### src/rtl/addsub_seq.sv
// Multi-cycle two's-complement adder/subtractor: CHUNK bits per clock with a registered carry,
// valid/ready handshakes on the operand and result sides.
module addsub_seq #(
    parameter int unsigned WIDTH = 16,
    parameter int unsigned CHUNK = 4
) (
    input  logic             clk,
    input  logic             rst,
    input  logic             in_valid,
    output logic             in_ready,
    input  logic [WIDTH-1:0] a,
    input  logic [WIDTH-1:0] b,
    input  logic             sub,
    output logic             out_valid,
    input  logic             out_ready,
    output logic [WIDTH-1:0] sum,
    output logic             carry,
    output logic             overflow,
    output logic             zero
);

    localparam int unsigned N       = WIDTH / CHUNK;
    localparam int unsigned CntW    = (N > 1) ? $clog2(N) : 1;
    localparam logic [CntW-1:0] LastCnt = CntW'(N - 1);

    typedef enum logic [1:0] {StIdle, StRun, StDone} state_e;

    state_e            state_q;
    logic [CntW-1:0]   cnt_q;
    logic              c_q;
    logic [WIDTH-1:0]  a_q;
    logic [WIDTH-1:0]  b_q;
    logic [WIDTH-1:0]  res_q;
    logic [WIDTH-1:0]  sum_q;
    logic              carry_q;
    logic              ovf_q;
    logic              zero_q;
    logic              in_ready_q;
    logic              out_valid_q;

    logic [CHUNK:0]    chunk_sum;
    logic              msb_cin;
    logic [WIDTH-1:0]  res_d;

    // Operands shift right one chunk per cycle; result chunks enter from the top, so after
    // N cycles res_d holds the full-width sum in place.
    always_comb begin
        chunk_sum = {1'b0, a_q[CHUNK-1:0]} + {1'b0, b_q[CHUNK-1:0]} + {{CHUNK{1'b0}}, c_q};
        msb_cin   = a_q[CHUNK-1] ^ b_q[CHUNK-1] ^ chunk_sum[CHUNK-1];
        res_d     = (res_q >> CHUNK) | (WIDTH'(chunk_sum[CHUNK-1:0]) << (WIDTH - CHUNK));
    end

    always_ff @(posedge clk or posedge rst) begin
        if (rst) begin
            state_q     <= StIdle;
            cnt_q       <= '0;
            c_q         <= 1'b0;
            a_q         <= '0;
            b_q         <= '0;
            res_q       <= '0;
            sum_q       <= '0;
            carry_q     <= 1'b0;
            ovf_q       <= 1'b0;
            zero_q      <= 1'b0;
            in_ready_q  <= 1'b1;
            out_valid_q <= 1'b0;
        end else begin
            case (state_q)
                StIdle: begin
                    if (in_valid) begin
                        a_q        <= a;
                        b_q        <= b ^ {WIDTH{sub}};
                        c_q        <= sub;
                        cnt_q      <= '0;
                        in_ready_q <= 1'b0;
                        state_q    <= StRun;
                    end
                end
                StRun: begin
                    a_q   <= a_q >> CHUNK;
                    b_q   <= b_q >> CHUNK;
                    c_q   <= chunk_sum[CHUNK];
                    res_q <= res_d;
                    if (cnt_q == LastCnt) begin
                        sum_q       <= res_d;
                        carry_q     <= chunk_sum[CHUNK];
                        ovf_q       <= msb_cin ^ chunk_sum[CHUNK];
                        zero_q      <= (res_d == '0);
                        out_valid_q <= 1'b1;
                        state_q     <= StDone;
                    end else begin
                        cnt_q <= cnt_q + CntW'(1);
                    end
                end
                StDone: begin
                    if (out_ready) begin
                        out_valid_q <= 1'b0;
                        in_ready_q  <= 1'b1;
                        state_q     <= StIdle;
                    end
                end
                default: begin
                    state_q <= StIdle;
                end
            endcase
        end
    end

    assign in_ready  = in_ready_q;
    assign out_valid = out_valid_q;
    assign sum       = sum_q;
    assign carry     = carry_q;
    assign overflow  = ovf_q;
    assign zero      = zero_q;

endmodule

### config.mk
export PLATFORM = sky130hd
export DESIGN_NAME = addsub_seq
export DESIGN_NICKNAME = d
export VERILOG_FILES = /design/src/rtl/addsub_seq.sv
export SDC_FILE = /design/constraint.sdc
export NUM_CORES = 1
export LEC_CHECK = 0
export ABC_AREA = 1
export ABC_CLOCK_PERIOD_IN_PS = 3100
export CAP_MARGIN = 20
export CORE_UTILIZATION = 52
export CTS_CLUSTER_DIAMETER = 50
export CTS_CLUSTER_SIZE = 28
export DETAILED_ROUTE_END_ITERATION = 8
export PLACE_DENSITY = 0.8
export SLEW_MARGIN = 5
export SYNTH_ARGS = -nofsm -noshare
export SYNTH_HDL_FRONTEND = slang
export SYNTH_SLANG_ARGS = --single-unit
### constraint.sdc
create_clock -name clk -period 3.1 [get_ports clk]
set_input_delay 0.62 -clock clk [delete_from_list [all_inputs] [get_ports clk]]
set_output_delay 0.62 -clock clk [all_outputs]
set_load 0.01 [all_outputs]
[Word level (Yosys, flattened, before mapping)]
Cells that the tools add are included.
Word-level totals
  register bits: 74
  bits of input ports: 37
Operators by class
  muxes and demuxes: 19
  reduce and logical (&&, ||, !) cells: 11
  bitwise logic cells: 5
  equal/unequal tests: 7
  add/subtract/negate cells: 3
Operators with widths (number)
  16-bit case mux with 2 select lines: 2
  16-bit two-way mux: 2
  16-bit zero test: 1
  12-bit by 16-bit bitwise OR with 16-bit output: 1
  16-bit bitwise XOR: 1
  3-bit AND reduction: 4
  2-bit two-way mux: 5
  2-bit inequality test (second input constant): 4
  1-bit case mux with 2 select lines: 3
  2-bit case mux with 3 select lines: 1
  2-bit nonzero test: 3
  4-bit by 4-bit adder with 5-bit output: 1
  5-bit by 1-bit adder with 5-bit output: 1
  1-bit two-way mux: 5
  2-bit equality test (second input constant): 2
  2-bit case mux with 2 select lines: 1
  2-bit AND reduction: 2
  1-bit bitwise XOR: 3
  2-bit by 1-bit adder with 2-bit output (second input constant): 1
  2-bit by 1-bit equality test with 1-bit output (second input constant): 1
  2-bit zero test: 1

[Depth between registers and ports, before layout]
Gate-level depths: netlist of the first run.
  depth in word-level cells: 4
  gate-level depth with buffers: 9
  depth with buffers taken out: 9

[Worst setup path after synthesis of the first run]
Ideal clock, no wire load.
  kind: register -> register
  start point: register c_q
  end point: register zero_q (netlist: zero)
  data arrival time: 1706 ps
  setup slack: 1329 ps
  period minus slack after synthesis: 1771 ps
  data required time: 3035 ps
  setup time: 65 ps
  path buffers: 0
  cell stages (with the launch flop): 10
  path through: dfrtp_1 fa_1 fa_1 nor2_1 nand2_1 nor2_1 nand2_1 nor2_1 nand2_1 nand2_1
On the way
  cells in the longest elaborated chain, start to end: 3
Ends and longest elaborated chain
  from (decl): RTL line 30  | logic c_q;
  from (signal assigned): RTL line 73  | c_q <= sub;
  from (signal assigned): RTL line 82  | c_q <= chunk_sum[CHUNK];
  5-bit by 1-bit adder with 5-bit output: RTL line 48  | chunk_sum = {1'b0, a_q[CHUNK-1:0]} + {1'b0, b_q[CHUNK-1:0]} + {{CHUNK{1'b0}}, c_q};
  net chunk_sum[1]: RTL line 41  | logic [CHUNK:0] chunk_sum;
  12-bit by 16-bit bitwise OR with 16-bit output: RTL line 50  | res_d = (res_q >> CHUNK) | (WIDTH'(chunk_sum[CHUNK-1:0]) << (WIDTH - CHUNK));
  16-bit zero test: RTL line 88  | zero_q <= (res_d == '0);
  to (signal assigned): RTL line 88
  to (decl): RTL line 37  | logic zero_q;
The timed path passes the listed nets, and every way through them passes these cells.
A chain may end at the register's enable or synchronous reset.

[Final worst setup path of the first run]
  start point: register in_ready_q (netlist: in_ready)
  end point: output port in_ready
RTL lines
  from (decl): RTL line 38  | logic in_ready_q;
  from (signal assigned): RTL line 65  | in_ready_q <= 1'b1;
  from (signal assigned): RTL line 75  | in_ready_q <= 1'b0;
  from (signal assigned): RTL line 98  | in_ready_q <= 1'b1;
  to (decl): RTL line 10  | output logic in_ready,
No word-level cell between the ends.

==> flow_summary.ini, run 1 <==
[setup_path]
critPathCapture = in_ready
cp_num_buf_inv = 1
cp_slowest_stage_delay_ns = 0.53
start_kind = flip-flop
reg2reg_to = b_q[8]
required_ns = 2.48
critPathCaptureType = primary output
path_max_fanout = 2
path_cells = clkdlybuf4s50_1
r2r_setup_slack_ns = 1.15
critical-path-top-delay-family = flip-flops
worstRegToRegCells = 6
path_class = flip-flop to primary output
worstReg2RegStart = state_q[1]
cp_slowest_cell = dfstp_2
startpoint = in_ready
worst-path-stages = 1
arrival_ns = 1.40

[power_and_ir_drop]
p_total_mw = 3.77
switchingPower_mw = 1.42
power_frac_comb_pct = 38.3
pwr-share-clk_pct = 21.5
intPower_mw = 2.36
power.density_nw_per_um2 = 961
pwr-share-seq_pct = 40.2
power_leakage_nw = 1.75
vdd_drop_max_v = 0.000435
swShare_pct = 37.5

[grt]
grt.overflow.total = 0
grt_pass1_vias = 2368
antenna_found_initial = 0
grt_start_max_net_pins = 39
grt_pass1_wl_um = 10600
track_usage_pct = 22.1

[final_layout]
nNetsFinal = 429
most-common-layout-cells = 106 x nand2_1, 69 x dfrtp_1, 57 x clkdlybuf4s50_1, 25 x o21ai_0, 24 x inv_1
areaGrowthSynthToFinish_pct = 26.0
antenna_cells = 0
final_common_cell = nand2_1
drive_above_1_share_pct = 7.16

[hold_path]
hold_depth = 2
hp-class = flip-flop to flip-flop

[die]
num_rows = 27
core_um2 = 5640
die_y_um = 79.4
die_x_um = 79.4
io_pins = 58
initial_core_util_pct = 55.2
die_area_um2 = 6310

[clock_tree]
clockBufferDepth = 2
numClockSinks = 70
clock_tree.root_cell = clkbuf_8
cts_tree = done
htreeDepth = 3
cts_made_buffers = 9
clk_pin_slew_ns = 0.07
worstSkewPairLatency_ns = 0.35
cts-resized-gates = 0
cts_hold_buf = 0
postCtsSetupBuffers = 0

[routing]
vias_per_cell = 5.23
firstDrtPassIters = 4
dr_total_vias = 2423
antenna_left = 0
routedWlPerCell_um = 13.1
finalWirelength_um = 6080
drcViolationCount = 0
dr.first_iter.drc_count = 178

[synth]
yosysUniqueCellTypes = 29
avgSynthCellArea_um2 = 9.38
async_flop_share_pct = 100
synthCells = 332
yosysSeqAreaShare_pct = 56.3
synth_edf_count = 0
ys_ff_latch = 70
synth_flop_cell = dfrtp_1
syn-cell-area_um2 = 3120
yosys_warnings = 0
synth_fp_nets = 375

[timing]
layout_min_cycle_time_ns = 2.02
rsz0062_at_grt = no
max_clock_freq_ghz = 0.495
setup_viol = 0
setup_slack_ns = 1.08
finClkSkew_ns = 0.0107
slew_headroom_pct = 39.1
fin_tns_setup_ns = 0
drv_slew = 0
min_period_over_period_pct = 65.1
worst_slew_pin_slew_ns = 0.910
hold_viol_final = 0

[place]
dp_slack_ns = 0.932
gp_congestion = 0.864
hpwlAfterDp_um = 4170
port-buffer-count = 57

[run_status]
outcome = finished clean

[run]
max_cap_violations = 0
[registers in the layout, summed over array words and instances, names as in the netlist]
register	cells
res_q	12
state_q	2
zero	1
in_ready	1
c_q	1
b_q	16
sum	16
cnt_q	2
carry	1
out_valid	1
a_q	16
overflow	1
[routing by layer]
| layer | up-vias | wire length [µm] | track usage [%] | part of all wire (%) |
|---|---|---|---|---|
| li1 | 1193 | - | - | - |
| met1 | 1143 | 2700 | 28.5 | 44 |
| met2 | 73 | 2960 | 34.7 | 49 |
| met3 | 14 | 284 | 6.29 | 4.7 |
| met4 | 0 | 128 | 10.0 | 2.1 |
| met5 | - | 0 | 0 | 0 |
[cell type report]
cell class                      count  area (µm²)
Clock buffer                        9         124
Clock inverter                      7        96.3
Fill cell                         441        1720
Tap cell                           72        90.1
Timing Repair Buffer               59         598
Sequential cell                    70        1750
Multi-Input combinational cell    218        1160
Inverter                           28         105
[synthesized netlist by cell type (2+ instances only)]
cell type / instances / area, µm²
o211ai_1: 14 / 105
buf_6: 2 / 22.5
ha_1: 4 / 50.1
fa_1: 2 / 40.0
nor2_1: 11 / 41.3
a21oi_1: 2 / 10.0
nand2_2: 2 / 12.5
o21ai_1: 11 / 55.1
buf_2: 9 / 45.0
o221ai_1: 7 / 61.3
o21ai_0: 25 / 125
nand2_1: 106 / 398
buf_4: 3 / 22.5
inv_2: 3 / 11.3
xnor2_1: 17 / 149
dfrtp_1: 69 / 1730
clkbuf_1: 2 / 7.51
inv_1: 25 / 93.8
nand3_1: 8 / 40.0
[worst reg2reg max path, cell delays in order, from the launching register on]
cell     delay (ns)
dfrtp_1        0.40
inv_1          0.11
nand2_2        0.36
nand2_2        0.40
inv_2          0.23
a22oi_1        0.18
o21ai_0        0.11
[through the flow]
step	hold slack [ns]	util (%)	area, µm²	std cells
3_5_place_dp	0.458	65.7	3710	447
2_1_floorplan	0.453	-	3120	332
3_3_place_gp	0.453	65.7	3710	447
4_1_cts	0.471	69.6	3930	463
5_1_grt	0.503	69.6	3930	463
6_report	0.472	69.6	3930	463
[power groups by stage]
stage               clock network [mW]  logic, mW  registers (mW)
floorplan                            0      0.981            1.53
global placement                     0       1.39            1.52
detailed placement                   0       1.46            1.53
CTS                              0.822       1.46            1.52
global route                     0.860       1.65            1.56
finish                           0.811       1.45            1.52
[cells by family after synthesis]
| family | count (synthesis) | share of synthesized area, % |
|---|---|---|
| fa+ha+maj | 6 | 2.89 |
| compound gates | 64 | 12.8 |
| flops | 70 | 56.3 |
| simple gates | 131 | 16.8 |
| buf+inv | 44 | 6.51 |
| xor+xnor | 17 | 4.78 |
[how the worst min path moves through the flow]
stage,startpoint,to,slack [ns]
global placement,in_ready,in_ready,0.45
CTS,in_ready,in_ready,0.47
detailed placement,in_ready,in_ready,0.46
global route,in_ready,in_ready,0.50
floorplan,res_q[6],res_q[6],0.45
finish,in_ready,in_ready,0.47
No activity file was read; power rests on OpenSTA's default activity.
==> run 2: changes to the inputs <==
- ABC_CLOCK_PERIOD_IN_PS: 3100 -> 1800
- CORE_UTILIZATION: 52 -> 47
- PLACE_DENSITY: 0.8 -> 0.76
- clock period: 3.1 -> 1.8 ns (I/O delays scaled with it)
==> run 2 against run 1 <==
Net effect: hold slack got worse by 0.076 ns; sequential share of layout area decreased by 0.85 points; critical endpoint is now zero; die area increased by 10%; sequential power increased by 72%; the flow now finishes with violations (setup timing); power increased by 73%; final cell count increased by 2.8%.
==> flow_summary.ini, run 2 (synthesis gave the netlist of run 1 again) <==
[timing]
rsz0062_at_grt = yes
layout_min_cycle_time_ns = 1.82
setup_viol = 1
min_period_over_period_pct = 101
setup_slack_ns = -0.0170
hold_viol_final = 0
worst_slew_pin_slew_ns = 0.477
drv_slew = 0
finClkSkew_ns = 0.00684
slew_headroom_pct = 68.2
max_clock_freq_ghz = 0.550

[grt]
grt_pass1_wl_um = 11100
antenna_found_initial = 0
grt.overflow.total = 0
track_usage_pct = 19.9
grt_pass1_vias = 2461
busiest_layer = met2
grt_start_max_net_pins = 31
grt.met2_usage_pct = 33.0
grt_use_met3_pct = 3.68
use_met1_pct = 25.9

[hold_path]
hp-class = primary input to async pin

[setup_path]
cp_slowest_stage_delay_ns = 0.43
worst-path-stages = 9
cp_num_buf_inv = 0
path_cells = fa_2 -> fa_2 -> nor2_1 -> nand2_1 -> nor2_1 -> nand2_1 -> nor2_1 -> nand2_1 -> nand2_1
path_max_fanout = 2
worstRegToRegCells = 9
worst_path_most_repeated_cell = nand2_1
critical-path-top-delay-family = adder cells
arrival_ns = 2.09
start_kind = flip-flop
critPathCaptureType = flip-flop
required_ns = 2.07
path_class = flip-flop to flip-flop
cp_slowest_cell = fa_2
r2r_setup_slack_ns = -0.02

[routing]
vias_per_cell = 5.11
drcViolationCount = 0
dr_total_vias = 2430
routedWlPerCell_um = 13.3
finalWirelength_um = 6330
firstDrtPassIters = 4
antenna_left = 0
dr.first_iter.drc_count = 112

[clock_tree]
cts_made_buffers = 9
numClockSinks = 70
worstSkewPairLatency_ns = 0.33
cts_tree = done
cts_hold_buf = 0
htreeDepth = 3
clockBufferDepth = 2
clock_tree.root_cell = clkbuf_8
clk_pin_slew_ns = 0.07
postCtsSetupBuffers = 0

[die]
core_um2 = 6390
io_pins = 58
die_area_um2 = 6960
die_x_um = 83.4
initial_core_util_pct = 48.8
num_rows = 29
die_y_um = 83.4

[power_and_ir_drop]
intPower_mw = 4.10
power_leakage_nw = 1.78
power_frac_comb_pct = 40.4
power.density_nw_per_um2 = 1630
swShare_pct = 37.2
vdd_drop_max_v = 0.000847
switchingPower_mw = 2.43
pwr-share-clk_pct = 19.4
pwr-share-seq_pct = 40.2

[place]
placed_cell_area_um2 = 3790
dp_slack_ns = -0.102
hpwlAfterDp_um = 4520
gp_congestion = 0.798
port-buffer-count = 57

[run_status]
outcome = finished with violations
violations = setup timing

[final_layout]
nNetsFinal = 437
most-common-layout-cells = 106 x nand2_1, 69 x dfrtp_1, 57 x clkdlybuf4s50_1, 25 x o21ai_0, 24 x inv_1
final_common_cell = nand2_1
antenna_cells = 0
fin_area_um2 = 4000
fillCellCount = 573
areaGrowthSynthToFinish_pct = 28.5
drive_above_1_share_pct = 9.27

[run]
max_cap_violations = 0
[run 2: changes by cell type in the layout (fill, tap and decap cells not counted), moves of 2 or more]
cell / before / now
fa_1: 2 / 0
fa_2: 0 / 2
clkbuf_8: 9 / 11
clkbuf_1: 0 / 2
clkinvlp_4: 0 / 2
buf_4: 1 / 8
clkinv_4: 2 / 0
[run 2: per-stage QoR]
stage / std cells / power [mW] / setup TNS, ns / hold slack, ns / utilization (%)
after CTS: 476 / 6.53 / -0.0607 / 0.396 / 62.5
after global routing: 476 / 7.01 / -0.0831 / 0.436 / 62.7
after global placement: 460 / 5.11 / -0.0390 / 0.452 / 59.3
after floorplan: 332 / 4.33 / 0 / 0.453 / -
final: 476 / 6.53 / -0.0170 / 0.396 / 62.7
after detailed placement: 460 / 5.24 / -0.102 / 0.456 / 59.3
[run 2: power by group through the flow]
stage / Combinational (mW) / Clock, mW / Sequential, mW
after global placement: 2.50 / 0 / 2.62
after global routing: 2.96 / 1.34 / 2.70
final: 2.64 / 1.26 / 2.62
after CTS: 2.61 / 1.29 / 2.63
after floorplan: 1.69 / 0 / 2.64
after detailed placement: 2.59 / 0 / 2.65
[run 2: final cells by class]
cell class                 count  area, µm²  area share, %
inverter                      28        109           2.72
sequential                    70       1750           43.8
tap                           77       96.3           2.41
clock buffer                  13        159           3.97
clock inverter                 3       42.5           1.06
multi-input combinational    218       1170           29.3
timing repair buffer          67        671           16.8
[run 2: final timing paths]
kind / start / to
hold reg to reg: in_ready / in_ready
max in group asynchronous: rst / b_q[10]
min in group clk: in_ready / in_ready
hold / removal: rst / sum[13]
setup / recovery: c_q / zero
setup reg to reg: c_q / zero
[run 2: routing by layer]
layer	vias up	wire, µm
li1	1198	-
met1	1154	2900
met2	69	3100
met3	9	243
met4	0	91
met5	-	0
[run 2: what timing repair did]
item,CTS,global route
endpoints found under the setup margin,4,5
pin swaps,0,0
gates resized for setup,1,2
==> run 3: changes to the inputs <==
- CAP_MARGIN: 20 -> default
==> results of run 3 <==
No change in the layout: final DEF, timing and power equal those of run 2.
